===== src/rtl/zamek_pkg.sv =====
// Shared constants, state encoding and key decode helpers for the code-lock controller.
package zamek_pkg;

    localparam int unsigned KEY_W   = 4;
    localparam int unsigned ENTRY_W = 16;
    localparam int unsigned CNT_W   = 3;
    localparam int unsigned STATE_W = 3;

    localparam logic [KEY_W-1:0] KEY_ENTER  = 4'hA;
    localparam logic [KEY_W-1:0] KEY_CANCEL = 4'hB;

    localparam logic [STATE_W-1:0] ST_IDLE    = 3'd0;
    localparam logic [STATE_W-1:0] ST_ENTRY   = 3'd1;
    localparam logic [STATE_W-1:0] ST_SETTLE  = 3'd2;
    localparam logic [STATE_W-1:0] ST_CHECK   = 3'd3;
    localparam logic [STATE_W-1:0] ST_OPEN    = 3'd4;
    localparam logic [STATE_W-1:0] ST_FAIL    = 3'd5;
    localparam logic [STATE_W-1:0] ST_LOCKOUT = 3'd6;

    typedef enum logic [STATE_W-1:0] {
        S_IDLE    = ST_IDLE,
        S_ENTRY   = ST_ENTRY,
        S_SETTLE  = ST_SETTLE,
        S_CHECK   = ST_CHECK,
        S_OPEN    = ST_OPEN,
        S_FAIL    = ST_FAIL,
        S_LOCKOUT = ST_LOCKOUT
    } state_e;

    function automatic logic is_digit(input logic [KEY_W-1:0] key);
        return key <= KEY_W'(9);
    endfunction

endpackage


===== src/rtl/zamek_if.sv =====
// Keypad, shift-register and actuator signals of the code-lock controller.
interface zamek_if;
    import zamek_pkg::*;

    logic               key_valid_i;
    logic [KEY_W-1:0]   key_i;
    logic [ENTRY_W-1:0] entry_i;
    logic               sh_ce_o;
    logic               sh_clr_o;
    logic [KEY_W-1:0]   sh_data_o;
    logic               unlock_o;
    logic               fail_o;
    logic [CNT_W-1:0]   digit_cnt_o;
    logic               locked_out_o;

    modport master (
        output key_valid_i, key_i, entry_i,
        input  sh_ce_o, sh_clr_o, sh_data_o, unlock_o, fail_o, digit_cnt_o, locked_out_o
    );

    modport slave (
        input  key_valid_i, key_i, entry_i,
        output sh_ce_o, sh_clr_o, sh_data_o, unlock_o, fail_o, digit_cnt_o, locked_out_o
    );

endinterface


===== src/rtl/zamek_timer.sv =====
// Loadable down-counter shared by the open, fail and lockout hold phases.
module zamek_timer #(
    parameter int unsigned WIDTH = 8
) (
    input  logic             clk,
    input  logic             rst,
    input  logic             load,
    input  logic [WIDTH-1:0] load_value,
    output logic [WIDTH-1:0] value,
    output logic             done_c
);

    always_ff @(posedge clk or posedge rst) begin
        if (rst) begin
            value <= '0;
        end else if (load) begin
            value <= load_value;
        end else if (value != '0) begin
            value <= value - WIDTH'(1);
        end
    end

    assign done_c = (value == WIDTH'(1));

endmodule


===== src/rtl/zamek_ctrl.sv =====
// Code-lock sequencing controller: feeds the digit shift register, checks the entry,
// holds unlock/fail. Define ZAMEK_LOCKOUT_EN to add the consecutive-failure lockout.
module zamek_ctrl
    import zamek_pkg::*;
#(
    parameter int unsigned        DIGITS      = 4,
    parameter logic [ENTRY_W-1:0] CODE        = 16'h1234,
    parameter int unsigned        OPEN_CYCLES = 100,
    parameter int unsigned        FAIL_CYCLES = 20,
    parameter int unsigned        MAX_TRIES   = 3,
    parameter int unsigned        LOCK_CYCLES = 1000
) (
    input  logic   clk,
    input  logic   clr,
    zamek_if.slave bus
);

    localparam int unsigned HOLD_OF = (OPEN_CYCLES > FAIL_CYCLES) ? OPEN_CYCLES : FAIL_CYCLES;
    localparam int unsigned HOLD_MAX = (HOLD_OF > LOCK_CYCLES) ? HOLD_OF : LOCK_CYCLES;
    localparam int unsigned TMR_W = $clog2(HOLD_MAX + 1);

    if (DIGITS == 0 || DIGITS * KEY_W != ENTRY_W || DIGITS >= (1 << CNT_W) || MAX_TRIES == 0)
    begin : g_bad_cfg
        $error("zamek_ctrl: unsupported parameter set");
    end

    state_e           state;
    logic             tmr_load;
    logic [TMR_W-1:0] tmr_load_val;
    logic [TMR_W-1:0] tmr_value;
    logic             tmr_done_c;
    logic             tmr_expire_c;
    logic             in_entry_c;
    logic             key_digit_c;
    logic             key_enter_c;
    logic             key_cancel_c;
    logic             cnt_full_c;
    logic             code_ok_c;
    logic             enter_short_c;
    logic             lockout_hit_c;

    assign in_entry_c    = (state == S_IDLE) || (state == S_ENTRY);
    assign key_digit_c   = bus.key_valid_i && is_digit(bus.key_i);
    assign key_enter_c   = bus.key_valid_i && (bus.key_i == KEY_ENTER);
    assign key_cancel_c  = bus.key_valid_i && (bus.key_i == KEY_CANCEL);
    assign cnt_full_c    = (bus.digit_cnt_o == CNT_W'(DIGITS));
    assign code_ok_c     = (bus.entry_i == CODE);
    assign enter_short_c = in_entry_c && key_enter_c && !cnt_full_c;
    // A zero count also releases the hold so a zero-length phase cannot stall the FSM.
    assign tmr_expire_c  = tmr_done_c || (tmr_value == '0);

    // Timer load requests on entry to OPEN, FAIL and LOCKOUT.
    always_comb begin
        tmr_load     = 1'b0;
        tmr_load_val = '0;
        case (state)
            S_IDLE, S_ENTRY: begin
                if (enter_short_c) begin
                    tmr_load     = 1'b1;
                    tmr_load_val = TMR_W'(FAIL_CYCLES);
                end
            end
            S_CHECK: begin
                tmr_load     = 1'b1;
                tmr_load_val = code_ok_c ? TMR_W'(OPEN_CYCLES) : TMR_W'(FAIL_CYCLES);
            end
            S_FAIL: begin
                if (tmr_expire_c && lockout_hit_c) begin
                    tmr_load     = 1'b1;
                    tmr_load_val = TMR_W'(LOCK_CYCLES);
                end
            end
            default: ;
        endcase
    end

    zamek_timer #(.WIDTH(TMR_W)) u_timer (
        .clk        (clk),
        .rst        (clr),
        .load       (tmr_load),
        .load_value (tmr_load_val),
        .value      (tmr_value),
        .done_c     (tmr_done_c)
    );

    // Sequencing FSM; sh_ce_o and sh_clr_o are single-cycle pulses.
    always_ff @(posedge clk or posedge clr) begin
        if (clr) begin
            state           <= S_IDLE;
            bus.sh_ce_o     <= 1'b0;
            bus.sh_clr_o    <= 1'b1;
            bus.sh_data_o   <= '0;
            bus.unlock_o    <= 1'b0;
            bus.fail_o      <= 1'b0;
            bus.digit_cnt_o <= '0;
        end else begin
            bus.sh_ce_o  <= 1'b0;
            bus.sh_clr_o <= 1'b0;
            case (state)
                S_IDLE, S_ENTRY: begin
                    if (key_digit_c) begin
                        if (!cnt_full_c) begin
                            bus.sh_data_o   <= bus.key_i;
                            bus.sh_ce_o     <= 1'b1;
                            bus.digit_cnt_o <= bus.digit_cnt_o + CNT_W'(1);
                            state           <= S_ENTRY;
                        end
                    end else if (key_enter_c) begin
                        if (cnt_full_c) begin
                            state <= S_SETTLE;
                        end else begin
                            bus.fail_o <= 1'b1;
                            state      <= S_FAIL;
                        end
                    end else if (key_cancel_c) begin
                        bus.sh_clr_o    <= 1'b1;
                        bus.digit_cnt_o <= '0;
                        state           <= S_IDLE;
                    end
                end
                S_SETTLE: state <= S_CHECK;
                S_CHECK: begin
                    if (code_ok_c) begin
                        bus.unlock_o <= 1'b1;
                        state        <= S_OPEN;
                    end else begin
                        bus.fail_o <= 1'b1;
                        state      <= S_FAIL;
                    end
                end
                S_OPEN: begin
                    if (tmr_expire_c) begin
                        bus.unlock_o    <= 1'b0;
                        bus.sh_clr_o    <= 1'b1;
                        bus.digit_cnt_o <= '0;
                        state           <= S_IDLE;
                    end
                end
                S_FAIL: begin
                    if (tmr_expire_c) begin
                        bus.fail_o      <= 1'b0;
                        bus.digit_cnt_o <= '0;
                        if (lockout_hit_c) begin
                            state <= S_LOCKOUT;
                        end else begin
                            bus.sh_clr_o <= 1'b1;
                            state        <= S_IDLE;
                        end
                    end
                end
                S_LOCKOUT: begin
                    if (tmr_expire_c) begin
                        bus.sh_clr_o <= 1'b1;
                        state        <= S_IDLE;
                    end
                end
                default: state <= S_IDLE;
            endcase
        end
    end

`ifdef ZAMEK_LOCKOUT_EN
    localparam int unsigned FC_W = $clog2(MAX_TRIES + 1);

    logic [FC_W-1:0] fail_cnt;
    logic            fail_entry_c;
    logic            open_entry_c;
    logic            lock_exit_c;

    assign fail_entry_c  = enter_short_c || ((state == S_CHECK) && !code_ok_c);
    assign open_entry_c  = (state == S_CHECK) && code_ok_c;
    assign lock_exit_c   = (state == S_LOCKOUT) && tmr_expire_c;
    assign lockout_hit_c = (fail_cnt == FC_W'(MAX_TRIES));

    // Consecutive-failure count and the lockout indicator.
    always_ff @(posedge clk or posedge clr) begin
        if (clr) begin
            fail_cnt         <= '0;
            bus.locked_out_o <= 1'b0;
        end else begin
            if (open_entry_c || lock_exit_c) begin
                fail_cnt <= '0;
            end else if (fail_entry_c) begin
                fail_cnt <= fail_cnt + FC_W'(1);
            end
            if ((state == S_FAIL) && tmr_expire_c && lockout_hit_c) begin
                bus.locked_out_o <= 1'b1;
            end else if (lock_exit_c) begin
                bus.locked_out_o <= 1'b0;
            end
        end
    end
`else
    assign lockout_hit_c    = 1'b0;
    assign bus.locked_out_o = 1'b0;
`endif

endmodule


===== src/flat_wrapper.sv =====
// flat-port wrapper written by rule: the top's interface ports become plain ports
module zamek_ctrl_flat import zamek_pkg::*;
#(
    parameter int unsigned        DIGITS      = 4,
    parameter logic [ENTRY_W-1:0] CODE        = 16'h1234,
    parameter int unsigned        OPEN_CYCLES = 100,
    parameter int unsigned        FAIL_CYCLES = 20,
    parameter int unsigned        MAX_TRIES   = 3,
    parameter int unsigned        LOCK_CYCLES = 1000
)
  (clk, clr, bus_key_valid_i, bus_key_i, bus_entry_i, bus_sh_ce_o, bus_sh_clr_o, bus_sh_data_o, bus_unlock_o, bus_fail_o, bus_digit_cnt_o, bus_locked_out_o);
  zamek_if bus_i ();
  input  logic clk;
  input  logic clr;
  input wire logic [$bits(bus_i.key_valid_i)-1:0] bus_key_valid_i;
  input wire logic [$bits(bus_i.key_i)-1:0] bus_key_i;
  input wire logic [$bits(bus_i.entry_i)-1:0] bus_entry_i;
  output wire logic [$bits(bus_i.sh_ce_o)-1:0] bus_sh_ce_o;
  output wire logic [$bits(bus_i.sh_clr_o)-1:0] bus_sh_clr_o;
  output wire logic [$bits(bus_i.sh_data_o)-1:0] bus_sh_data_o;
  output wire logic [$bits(bus_i.unlock_o)-1:0] bus_unlock_o;
  output wire logic [$bits(bus_i.fail_o)-1:0] bus_fail_o;
  output wire logic [$bits(bus_i.digit_cnt_o)-1:0] bus_digit_cnt_o;
  output wire logic [$bits(bus_i.locked_out_o)-1:0] bus_locked_out_o;
  assign bus_i.key_valid_i = bus_key_valid_i;
  assign bus_i.key_i = bus_key_i;
  assign bus_i.entry_i = bus_entry_i;
  assign bus_sh_ce_o = bus_i.sh_ce_o;
  assign bus_sh_clr_o = bus_i.sh_clr_o;
  assign bus_sh_data_o = bus_i.sh_data_o;
  assign bus_unlock_o = bus_i.unlock_o;
  assign bus_fail_o = bus_i.fail_o;
  assign bus_digit_cnt_o = bus_i.digit_cnt_o;
  assign bus_locked_out_o = bus_i.locked_out_o;
  zamek_ctrl #(.DIGITS(DIGITS), .CODE(CODE), .OPEN_CYCLES(OPEN_CYCLES), .FAIL_CYCLES(FAIL_CYCLES), .MAX_TRIES(MAX_TRIES), .LOCK_CYCLES(LOCK_CYCLES)) u_core (.clk(clk), .clr(clr), .bus(bus_i));
endmodule

===== config.mk =====
export PLATFORM = sky130hd
export DESIGN_NAME = zamek_ctrl_flat
export DESIGN_NICKNAME = d
export VERILOG_FILES = /design/src/rtl/zamek_pkg.sv /design/src/rtl/zamek_if.sv /design/src/rtl/zamek_timer.sv /design/src/rtl/zamek_ctrl.sv /design/src/flat_wrapper.sv
export SDC_FILE = /design/constraint.sdc
export NUM_CORES = 1
export LEC_CHECK = 0
export ABC_AREA = 1
export CAP_MARGIN = 5
export CORE_MARGIN = 8
export CORE_UTILIZATION = 35
export CTS_CLUSTER_SIZE = 16
export DETAILED_ROUTE_END_ITERATION = 12
export MAX_ROUTING_LAYER = met4
export PLACE_DENSITY_LB_ADDON = 0.2
export SLEW_MARGIN = 10
export SYNTH_ARGS = -nofsm -noshare
export SYNTH_HDL_FRONTEND = slang
export SYNTH_SLANG_ARGS = --single-unit
export TNS_END_PERCENT = 100

===== constraint.sdc =====
create_clock -name clk -period 1.7 [get_ports clk]
set_input_delay 0.255 -clock clk [delete_from_list [all_inputs] [get_ports clk]]
set_output_delay 0.255 -clock clk [all_outputs]
set_load 0.02 [all_outputs]

# Word-level counts from Yosys, hierarchy flattened
# Index checks and enable logic that the tools add are counted.
dict set report totals {
  wordCells 94
  inputBits 23
  output_inout_bits 12
  reg_bits 24
}
dict set report op_classes {
  bitwise 1
  n_reduce_logical 23
  eq_ne 24
  n_mux 35
  n_addsub 2
  magnitude_cmp 1
}
# operator n
set ops {}
lappend ops {{$mux W3} 9}
lappend ops {{$mux W10} 2}
lappend ops {{$pmux W10 S2} 1}
lappend ops {{$eq A16 B13 Y1 const B} 1}
lappend ops {{$mux W1} 15}
lappend ops {{$eq A3 B3 Y1 const B} 4}
lappend ops {{$ne A2 B1 Y1 const B} 6}
lappend ops {{$pmux W3 S4} 1}
lappend ops {{$eq A10 B1 Y1 const B} 1}
lappend ops {{$logic_not A10 Y1} 1}
lappend ops {{$reduce_bool A10 Y1} 1}
lappend ops {{$sub A10 B1 Y10 const B} 1}
lappend ops {{$reduce_and A3 Y1} 3}
lappend ops {{$eq A4 B4 Y1 const B} 2}
lappend ops {{$mux W7} 1}
lappend ops {{$eq A3 B2 Y1 const B} 2}
lappend ops {{$ne A2 B2 Y1 const B} 3}
lappend ops {{$pmux W1 S2} 3}
lappend ops {{$pmux W3 S2} 1}
lappend ops {{$reduce_and A6 Y1} 1}
lappend ops {{$reduce_bool A2 Y1} 3}
lappend ops {{$logic_and A1 B1 Y1} 5}
lappend ops {{$mux W5} 1}
lappend ops {{$reduce_and A5 Y1} 1}
lappend ops {{other kinds (15)} 17}

# Logic depth before layout (Yosys ltp)
# Gate-level depths: netlist of run 1.
dict set report depth {
  depth_word 7
  ltp_mapped 10
  mapped_depth_nobuf 10
}

# Cells and area by module
# A second synthesis of run 1 with hierarchy kept.
dict set report hier_totals {
  hier_cells 251
  hier_area_um2 1720.4
}
# module seq_area_each_um2 area_each_um2 instances cells_per_inst
set by_module_without_submodules {}
lappend by_module_without_submodules {zamek_ctrl 351.6 987.2 1 145}
lappend by_module_without_submodules {zamek_timer 250.2 733.2 1 106}

# Least setup slack after synthesis of run 1
# Ideal clock, no wire load.
dict set report synth_path {
  path_type {reg-to-reg}
  from {register u_core.bus.digit_cnt_o[0]}
  to {register u_core.u_timer.value[9]}
  synth_period_minus_slack_ps 1437
  setup_time_ps 121
  slack_ps 263
  arrival_time_ps 1316
  stages_incl_launch_ff 9
  required_ps 1579
  path_cell_list {dfrtp_1 inv_1 ha_1 nand2_1 nand3_2 nand2_2 inv_2 nand2_1 a21oi_1}
}
dict set report synth_via {
  elab_chain_cells 6
  word_cells_on_any_way 7
  classes_between {eq/ne: 1; mux: 3; reduce/logical: 3}
}
# element line_no
set synth_lines {}
lappend synth_lines {{from (decl)} zamek_if.sv:23} ;# output sh_ce_o, sh_clr_o, sh_data_o, unlock_o, fail_o, digit_cnt_o, locked_out_o
lappend synth_lines {{from (signal assigned)} zamek_ctrl.sv:105} ;# bus.digit_cnt_o <= bus.digit_cnt_o + CNT_W'(1);
lappend synth_lines {{$eq A3 B3 Y1 *} zamek_ctrl.sv:46} ;# assign cnt_full_c = (bus.digit_cnt_o == CNT_W'(DIGITS));
lappend synth_lines {{$logic_not A1 Y1 *} zamek_ctrl.sv:48} ;# assign enter_short_c = in_entry_c && key_enter_c && !cnt_full_c;
lappend synth_lines {{$logic_and A1 B1 Y1 *} zamek_ctrl.sv:48}
lappend synth_lines {{$mux W1 *} zamek_ctrl.sv:58} ;# if (enter_short_c) begin
lappend synth_lines {{$pmux W1 S2 *} zamek_ctrl.sv:56} ;# case (state)
lappend synth_lines {{$mux W10 / $reduce_bool A2 Y1 (equally long branches)} -}
lappend synth_lines {{to (signal assigned)} zamek_timer.sv:17} ;# value <= load_value;
lappend synth_lines {{to (signal assigned)} zamek_timer.sv:19} ;# value <= value - WIDTH'(1);
lappend synth_lines {{to (decl)} zamek_timer.sv:9} ;# output logic [WIDTH-1:0] value,
# Every way passes the cells marked *; elsewhere a longest branch is shown, timed or not.
# A chain may end at the register's enable or synchronous reset.

# Worst setup path in the final report of run 1
dict set report layout_path {
  from {register u_core.bus.sh_clr_o}
  to {output bus_sh_clr_o}
}
# element line_no
set layout_rtl {}
lappend layout_rtl {{from (decl)} zamek_if.sv:23}
lappend layout_rtl {{from (signal assigned)} zamek_ctrl.sv:91} ;# bus.sh_clr_o <= 1'b1;
lappend layout_rtl {{from (signal assigned)} zamek_ctrl.sv:98} ;# bus.sh_clr_o <= 1'b0;
lappend layout_rtl {{from (signal assigned)} zamek_ctrl.sv:116} ;# bus.sh_clr_o <= 1'b1;
lappend layout_rtl {{to (decl)} flat_wrapper.sv:19} ;# output wire logic [$bits(bus_i.sh_clr_o)-1:0] bus_sh_clr_o;
# No word-level cell between the ends.

==> metrics.txt, run 1 <==
# TYPE chip_impl_metric gauge
chip_impl_metric{name="ys_seq_elements",unit=""} 24
chip_impl_metric{name="drt_pass1_iterations",unit=""} 4
chip_impl_metric{name="die_y",unit="um"} 82.5
chip_impl_metric{name="post-place-cells",unit=""} 306
chip_impl_metric{name="worst-r2r-cell-count",unit=""} 8
chip_impl_metric{name="final_max_slew_viol_count",unit=""} 0
chip_impl_metric{name="netlist_instances",unit=""} 212
chip_impl_metric{name="min_period",unit="ns"} 1.64
chip_impl_metric{name="pre_cts_worst_setup_slack",unit="ns"} -0.0251
chip_impl_metric{name="gp_congestion",unit=""} 0.794
chip_impl_metric{name="num_vias",unit=""} 1403
chip_impl_metric{name="first_global_vias",unit=""} 1515
chip_impl_metric{name="clock_tree.buffer_depth",unit=""} 2
chip_impl_info{name="clock-root-buffer",value="clkbuf_8"} 1
chip_impl_metric{name="grt_first_pass_wirelength",unit="mm"} 6.49
chip_impl_metric{name="detail_route.iter0.violations",unit=""} 63
chip_impl_metric{name="area.growth.synth_to_final",unit="%"} 33.6
chip_impl_info{name="critical_path.cell_chain",value="clkdlybuf4s50_1"} 1
chip_impl_metric{name="clkSlewWorstSetupHoldPaths",unit="ns"} 0.09
chip_impl_metric{name="number_of_buffers_added_by_the_clock_tree_synthesis_step",unit=""} 3
chip_impl_metric{name="cts_sinks",unit=""} 24
chip_impl_metric{name="postSynthNetCount",unit=""} 239
chip_impl_metric{name="start_util",unit=""} 0.358
chip_impl_metric{name="floorplan.die_area",unit="um^2"} 6810
chip_impl_metric{name="area.sequential",unit="um^2"} 602
chip_impl_metric{name="io_pins",unit=""} 35
chip_impl_info{name="final_common_cell",value="nand2_1"} 1
chip_impl_metric{name="h-tree-depth",unit=""} 1
chip_impl_info{name="worst_r2r_startpoint",value="u_core.u_timer.value[0]"} 1
chip_impl_metric{name="num_antenna_cells",unit=""} 0
chip_impl_metric{name="post_synth_instance_area",unit="um^2"} 1550
chip_impl_info{name="worstReg2RegEnd",value="u_core.bus.digit_cnt_o[2]"} 1
chip_impl_metric{name="fillCellCount",unit=""} 457
chip_impl_metric{name="report.power.total",unit="mW"} 2.96
chip_impl_metric{name="stage_delay_of_the_slowest_cell_on_the_critical_path",unit="ns"} 0.59
chip_impl_info{name="min-delay-path-class",value="in -> async"} 1
chip_impl_metric{name="worst_slack",unit="ns"} 0.0555
chip_impl_info{name="cpLargestDelayFamily",value="buffers and inverters"} 1
chip_impl_metric{name="finalHoldViolCount",unit=""} 0
chip_impl_info{name="unrepaired_setup_endpoints_after_global_routing",value="no"} 1
chip_impl_metric{name="globalRouteOverflowTotal",unit=""} 0
chip_impl_metric{name="postSynthAreaPerCell",unit="um^2"} 7.31
chip_impl_metric{name="number_of_gates_resized_after_cts",unit=""} 0
chip_impl_metric{name="cts_hold_buffers",unit=""} 0
chip_impl_metric{name="crit_path_max_fanout",unit=""} 1
chip_impl_info{name="synth.largest_area_cell",value="dfrtp_1"} 1
chip_impl_metric{name="final_layout_setup_total_negative_slack",unit="ns"} 0
chip_impl_metric{name="timing.critical_path.depth",unit=""} 1
chip_impl_metric{name="clock_latency",unit="ns"} 0.27
chip_impl_metric{name="drive_above_1_share",unit=""} 0.163
chip_impl_metric{name="io_buffer_count",unit=""} 33
chip_impl_metric{name="synth_cell_type_count",unit=""} 32
chip_impl_metric{name="die_width",unit="um"} 82.5
chip_impl_metric{name="vdd_ir_drop_max",unit="V"} 0.000624
chip_impl_metric{name="finalNonFillerCells",unit=""} 310
chip_impl_metric{name="routed_wl",unit="mm"} 3.55
chip_impl_metric{name="layout_worst_path_cycle_share",unit=""} 0.967
chip_impl_metric{name="leakage",unit="nW"} 1.03
chip_impl_info{name="timing_worst_setup_path_type",value="reg -> out"} 1
chip_impl_metric{name="max_cap_viols",unit=""} 0
chip_impl_metric{name="slack_of_the_worst_reg_to_reg_path",unit="ns"} 0.15
chip_impl_metric{name="max_freq",unit="MHz"} 608
chip_impl_metric{name="cp_data_arrival_time",unit="ns"} 1.39
chip_impl_metric{name="total_core_area",unit="um^2"} 4320
chip_impl_metric{name="worst_ep_required_time",unit="ns"} 1.44
chip_impl_metric{name="clock_skew",unit="ns"} 0.00502
chip_impl_info{name="outcome",value="completed"} 1
chip_impl_metric{name="async_flop_share",unit=""} 1.00
chip_impl_info{name="setup.worst_path.end_class",value="output port"} 1
chip_impl_metric{name="edff_count_synth",unit=""} 0
chip_impl_metric{name="cts.repair_timing.setup_buffer_count",unit=""} 0
chip_impl_metric{name="drc_errors",unit=""} 0
chip_impl_metric{name="yosysSeqAreaShare",unit=""} 0.389
chip_impl_metric{name="synthesis.yosys.warnings",unit=""} 0
chip_impl_metric{name="routedWlPerCell",unit="um"} 11.5
chip_impl_metric{name="power-per-cell-area",unit="nW/um^2"} 1430
chip_impl_info{name="timing.critical_path.slowest_stage_cell",value="clkdlybuf4s50_1"} 1
chip_impl_info{name="tritoncts",value="done"} 1
chip_impl_metric{name="hold_ws",unit="ns"} 0.329
chip_impl_metric{name="timing.critical_path.buf_inv",unit=""} 1
chip_impl_metric{name="antenna_violating_nets_post_route",unit=""} 0
chip_impl_metric{name="globalRouteTotalUtil",unit=""} 0.125
chip_impl_metric{name="post_drt_via_cell_ratio",unit=""} 4.53
chip_impl_metric{name="dp_hpwl",unit="mm"} 2.84
chip_impl_metric{name="grt_antenna_before_repair",unit=""} 0
chip_impl_metric{name="setup_viol",unit=""} 0
chip_impl_info{name="synth-main-ff-cell",value="dfrtp_1"} 1
chip_impl_metric{name="area_of_the_multi_input_gates",unit="um^2"} 811
chip_impl_metric{name="post-synth-top-area-fraction",unit=""} 0.372
chip_impl_info{name="layout.cells.most_common_list",value="nand2_1 (56), clkdlybuf4s50_1 (33), inv_1 (28)"} 1
chip_impl_metric{name="finish.net_count",unit=""} 286
chip_impl_metric{name="standard_cell_row_count",unit=""} 24
chip_impl_metric{name="grt_max_degree",unit=""} 25
chip_impl_info{name="synth_top_cells_by_area",value="dfrtp_1 (37%), nand2_1 (14%), inv_1 (6.8%)"} 1
chip_impl_info{name="worstSetupStartpointType",value="flop"} 1
[cell families (layout without fill, tap and decap cells)]
group	Yosys count	count (layout)	share of synthesized area
buffers and inverters	35	81	0.0921
AOI/OAI and AO/OA	21	21	0.0824
other	1	1	0.00242
adders and majority gates	4	4	0.0323
xor gates and xnor gates	4	4	0.0226
DFF	24	24	0.389
and+or+nand+nor	123	123	0.380
[per-layer routing]
metal	up-vias	share of wire	global-route usage	wire length [um]
li1	756	-	-	-
met1	622	0.45	0.138	1600
met2	21	0.49	0.215	1760
met3	4	0.041	0.0314	146
met4	0	0.014	0.0414	49
met5	-	0	-	0
[synth_stat cells (5+ instances only)]
| cell | instances |
|---|---|
| o21ai_0 | 5 |
| nor2_2 | 5 |
| inv_1 | 28 |
| nor2_1 | 24 |
| dfrtp_1 | 23 |
| a21oi_1 | 5 |
| nand3_1 | 16 |
| nand2_1 | 57 |
[worst max path at each step]
| stage | start | end | slack [ns] |
|---|---|---|---|
| 6_report | u_core.bus.sh_clr_o | bus_sh_clr_o | 0.06 |
| 5_1_grt | u_core.bus.sh_clr_o | bus_sh_clr_o | 0.01 |
| 4_1_cts | u_core.bus.sh_clr_o | bus_sh_clr_o | 0.03 |
| 3_5_place_dp | bus_key_i[3] | u_core.u_timer.value[9] | -0.03 |
| 3_3_place_gp | bus_key_i[3] | u_core.u_timer.value[9] | -0.02 |
| 2_1_floorplan | u_core.bus.digit_cnt_o[0] | u_core.u_timer.value[9] | 0.26 |
[where the power goes]
part	switching (mW)	internal (mW)	total, mW
combinational	0.885	0.670	1.55
clock	0.186	0.207	0.393
sequential	0.206	0.810	1.02
total	1.28	1.69	2.96
[metrics by stage]
| step | utilization | instance area, um^2 |
|---|---|---|
| after floorplan | - | 1550 |
| after global placement | 0.464 | 2010 |
| after detailed placement | 0.464 | 2010 |
| after CTS | 0.477 | 2060 |
| after global routing | 0.479 | 2070 |
| final | 0.479 | 2070 |
[cell type report]
cell class,count,area share
Sequential cell,24,0.291
Multi-Input combinational cell,153,0.392
Timing Repair Buffer,44,0.200
Inverter,33,0.0599
Tap cell,52,0.0314
Clock buffer,4,0.0266
[registers in the layout, summed over array words and instances (netlist names)]
name	flops
u_core.bus.unlock_o	1
u_core.u_timer.value	10
u_core.bus.sh_data_o	4
u_core.bus.digit_cnt_o	3
u_core.state	3
u_core.bus.fail_o	1
u_core.bus.sh_clr_o	1
u_core.bus.sh_ce_o	1
(Power assumes the default switching activity.)
==> inputs of run 2 (changes only) <==
SKIP_CTS_REPAIR_TIMING = 1   (was not set)
==> results of run 2 <==
No change in the layout: final DEF, timing and power equal those of run 1.
==> inputs of run 3 (changes only) <==
CORE_ASPECT_RATIO = 2   (was not set)
==> metrics.txt, run 3 (synthesized netlist as in run 1, its figures left out) <==
# TYPE chip_impl_metric gauge
chip_impl_info{name="critical_path.cell_chain",value="clkdlybuf4s50_1"} 1
chip_impl_metric{name="finalNonFillerCells",unit=""} 307
chip_impl_metric{name="first_global_vias",unit=""} 1498
chip_impl_info{name="cpLargestDelayFamily",value="buffers and inverters"} 1
chip_impl_metric{name="worst_slack",unit="ns"} 0.0537
chip_impl_metric{name="h-tree-depth",unit=""} 1
chip_impl_metric{name="largest_register_ff_count",unit=""} 10
chip_impl_metric{name="stage_delay_of_the_slowest_cell_on_the_critical_path",unit="ns"} 0.60
chip_impl_metric{name="crit_path_max_fanout",unit=""} 1
chip_impl_metric{name="hold_ws",unit="ns"} 0.268
chip_impl_metric{name="grt_antenna_before_repair",unit=""} 0
chip_impl_metric{name="floorplan.die_area",unit="um^2"} 6940
chip_impl_metric{name="routed_wl",unit="mm"} 3.88
chip_impl_metric{name="clock_skew",unit="ns"} 0.00998
chip_impl_info{name="tritoncts",value="done"} 1
chip_impl_metric{name="die_width",unit="um"} 63.0
chip_impl_metric{name="vdd_ir_drop_max",unit="V"} 0.000887
chip_impl_info{name="final_common_cell",value="nand2_1"} 1
chip_impl_metric{name="grt_max_degree",unit=""} 16
chip_impl_metric{name="finish.net_count",unit=""} 281
chip_impl_metric{name="cp_data_arrival_time",unit="ns"} 1.39
chip_impl_metric{name="drc_errors",unit=""} 0
chip_impl_metric{name="cts_sinks",unit=""} 24
chip_impl_metric{name="dp_hpwl",unit="mm"} 3.30
chip_impl_metric{name="start_util",unit=""} 0.361
chip_impl_metric{name="placedInstanceArea",unit="um^2"} 1990
chip_impl_metric{name="clkSlewWorstSetupHoldPaths",unit="ns"} 0.09
chip_impl_metric{name="layout.cell_area.non_filler",unit="um^2"} 2070
chip_impl_metric{name="max_freq",unit="MHz"} 607
chip_impl_metric{name="drt_pass1_iterations",unit=""} 4
chip_impl_metric{name="pre_cts_worst_setup_slack",unit="ns"} 0.0124
chip_impl_info{name="regMostFlops",value="u_core.u_timer.value"} 1
chip_impl_metric{name="leakage",unit="nW"} 1.02
chip_impl_metric{name="drive_above_1_share",unit=""} 0.146
chip_impl_metric{name="num_vias",unit=""} 1419
chip_impl_metric{name="max_cap_viols",unit=""} 0
chip_impl_metric{name="gp_congestion",unit=""} 0.837
chip_impl_metric{name="clock_tree.buffer_depth",unit=""} 2
chip_impl_metric{name="number_of_buffers_added_by_the_clock_tree_synthesis_step",unit=""} 3
chip_impl_metric{name="setup_viol",unit=""} 0
chip_impl_metric{name="report.power.total",unit="mW"} 3.11
chip_impl_metric{name="power-per-cell-area",unit="nW/um^2"} 1500
chip_impl_metric{name="area.growth.synth_to_final",unit="%"} 33.8
chip_impl_metric{name="routedWlPerCell",unit="um"} 12.6
chip_impl_info{name="layout.cells.most_common_list",value="nand2_1 (57), clkdlybuf4s50_1 (33), inv_1 (28)"} 1
chip_impl_info{name="timing.critical_path.slowest_stage_cell",value="clkdlybuf4s50_1"} 1
chip_impl_info{name="clock-root-buffer",value="clkbuf_8"} 1
chip_impl_metric{name="timing.critical_path.buf_inv",unit=""} 1
chip_impl_metric{name="standard_cell_row_count",unit=""} 34
chip_impl_metric{name="globalRouteTotalUtil",unit=""} 0.120
chip_impl_info{name="unrepaired_setup_endpoints_after_global_routing",value="no"} 1
chip_impl_metric{name="detail_route.iter0.violations",unit=""} 21
chip_impl_metric{name="final_core_utilization",unit=""} 0.483
chip_impl_metric{name="total_core_area",unit="um^2"} 4300
chip_impl_metric{name="post-place-cells",unit=""} 303
chip_impl_metric{name="layout_worst_path_cycle_share",unit=""} 0.968
chip_impl_info{name="worstSetupStartpointType",value="flop"} 1
chip_impl_metric{name="num_antenna_cells",unit=""} 0
chip_impl_metric{name="io_buffer_count",unit=""} 33
chip_impl_metric{name="post_drt_via_cell_ratio",unit=""} 4.62
chip_impl_info{name="min-delay-path-class",value="in -> async"} 1
chip_impl_metric{name="antenna_violating_nets_post_route",unit=""} 0
chip_impl_metric{name="worst_ep_required_time",unit="ns"} 1.44
chip_impl_metric{name="min_period",unit="ns"} 1.65
chip_impl_metric{name="grt_first_pass_wirelength",unit="mm"} 6.50
chip_impl_info{name="setup.worst_path.end_class",value="output port"} 1
chip_impl_metric{name="finalHoldViolCount",unit=""} 0
chip_impl_info{name="biggestRegsByFlops",value="u_core.u_timer.value: 10 flops, u_core.bus.sh_data_o: 4 flops"} 1
chip_impl_metric{name="final_max_slew_viol_count",unit=""} 0
chip_impl_info{name="outcome",value="completed"} 1
chip_impl_metric{name="globalRouteOverflowTotal",unit=""} 0
chip_impl_info{name="timing_worst_setup_path_type",value="reg -> out"} 1
chip_impl_metric{name="io_pins",unit=""} 35
chip_impl_metric{name="final_layout_setup_total_negative_slack",unit="ns"} 0
chip_impl_metric{name="clock_latency",unit="ns"} 0.27
chip_impl_metric{name="die_y",unit="um"} 110
run 3: power by group:
part | switching, mW | total, mW | internal, mW | leakage [nW]
Sequential | 0.220 | 1.03 | 0.810 | 0.297
Clock | 0.186 | 0.501 | 0.315 | 0.0357
Combinational | 0.915 | 1.58 | 0.664 | 0.684
run 3: path summary, 6_finish.rpt:
check,startpoint,end,slack [ns],cells after the start
max,u_core.bus.sh_clr_o,bus_sh_clr_o,0.05,1
min,clr,u_core.bus.sh_ce_o,0.27,2
max reg2reg,u_core.u_timer.value[1],u_core.u_timer.value[4],0.19,9
min reg2reg,u_core.bus.sh_data_o[2],u_core.bus.sh_data_o[2],0.49,2
max in group asynchronous,clr,u_core.state[1],1.00,3
min in group clk,u_core.bus.sh_data_o[2],u_core.bus.sh_data_o[2],0.49,2
run 3: per-layer routing:
layer	track usage	wire length [um]	vias to the layer above
met1	0.0990	1320	641
met3	0.0152	79	9
met5	-	0	-
li1	-	-	748
met2	0.249	2360	21
met4	0.0575	116	0
run 3: cell type report:
cell class | instances | area, um^2
Multi-Input combinational cell | 153 | 821
Timing Repair Buffer | 39 | 388
Tap cell | 54 | 67.6
Clock inverter | 1 | 30.0
Sequential cell | 24 | 602
Fill cell | 450 | 2220
Clock buffer | 3 | 41.3
Inverter | 33 | 124
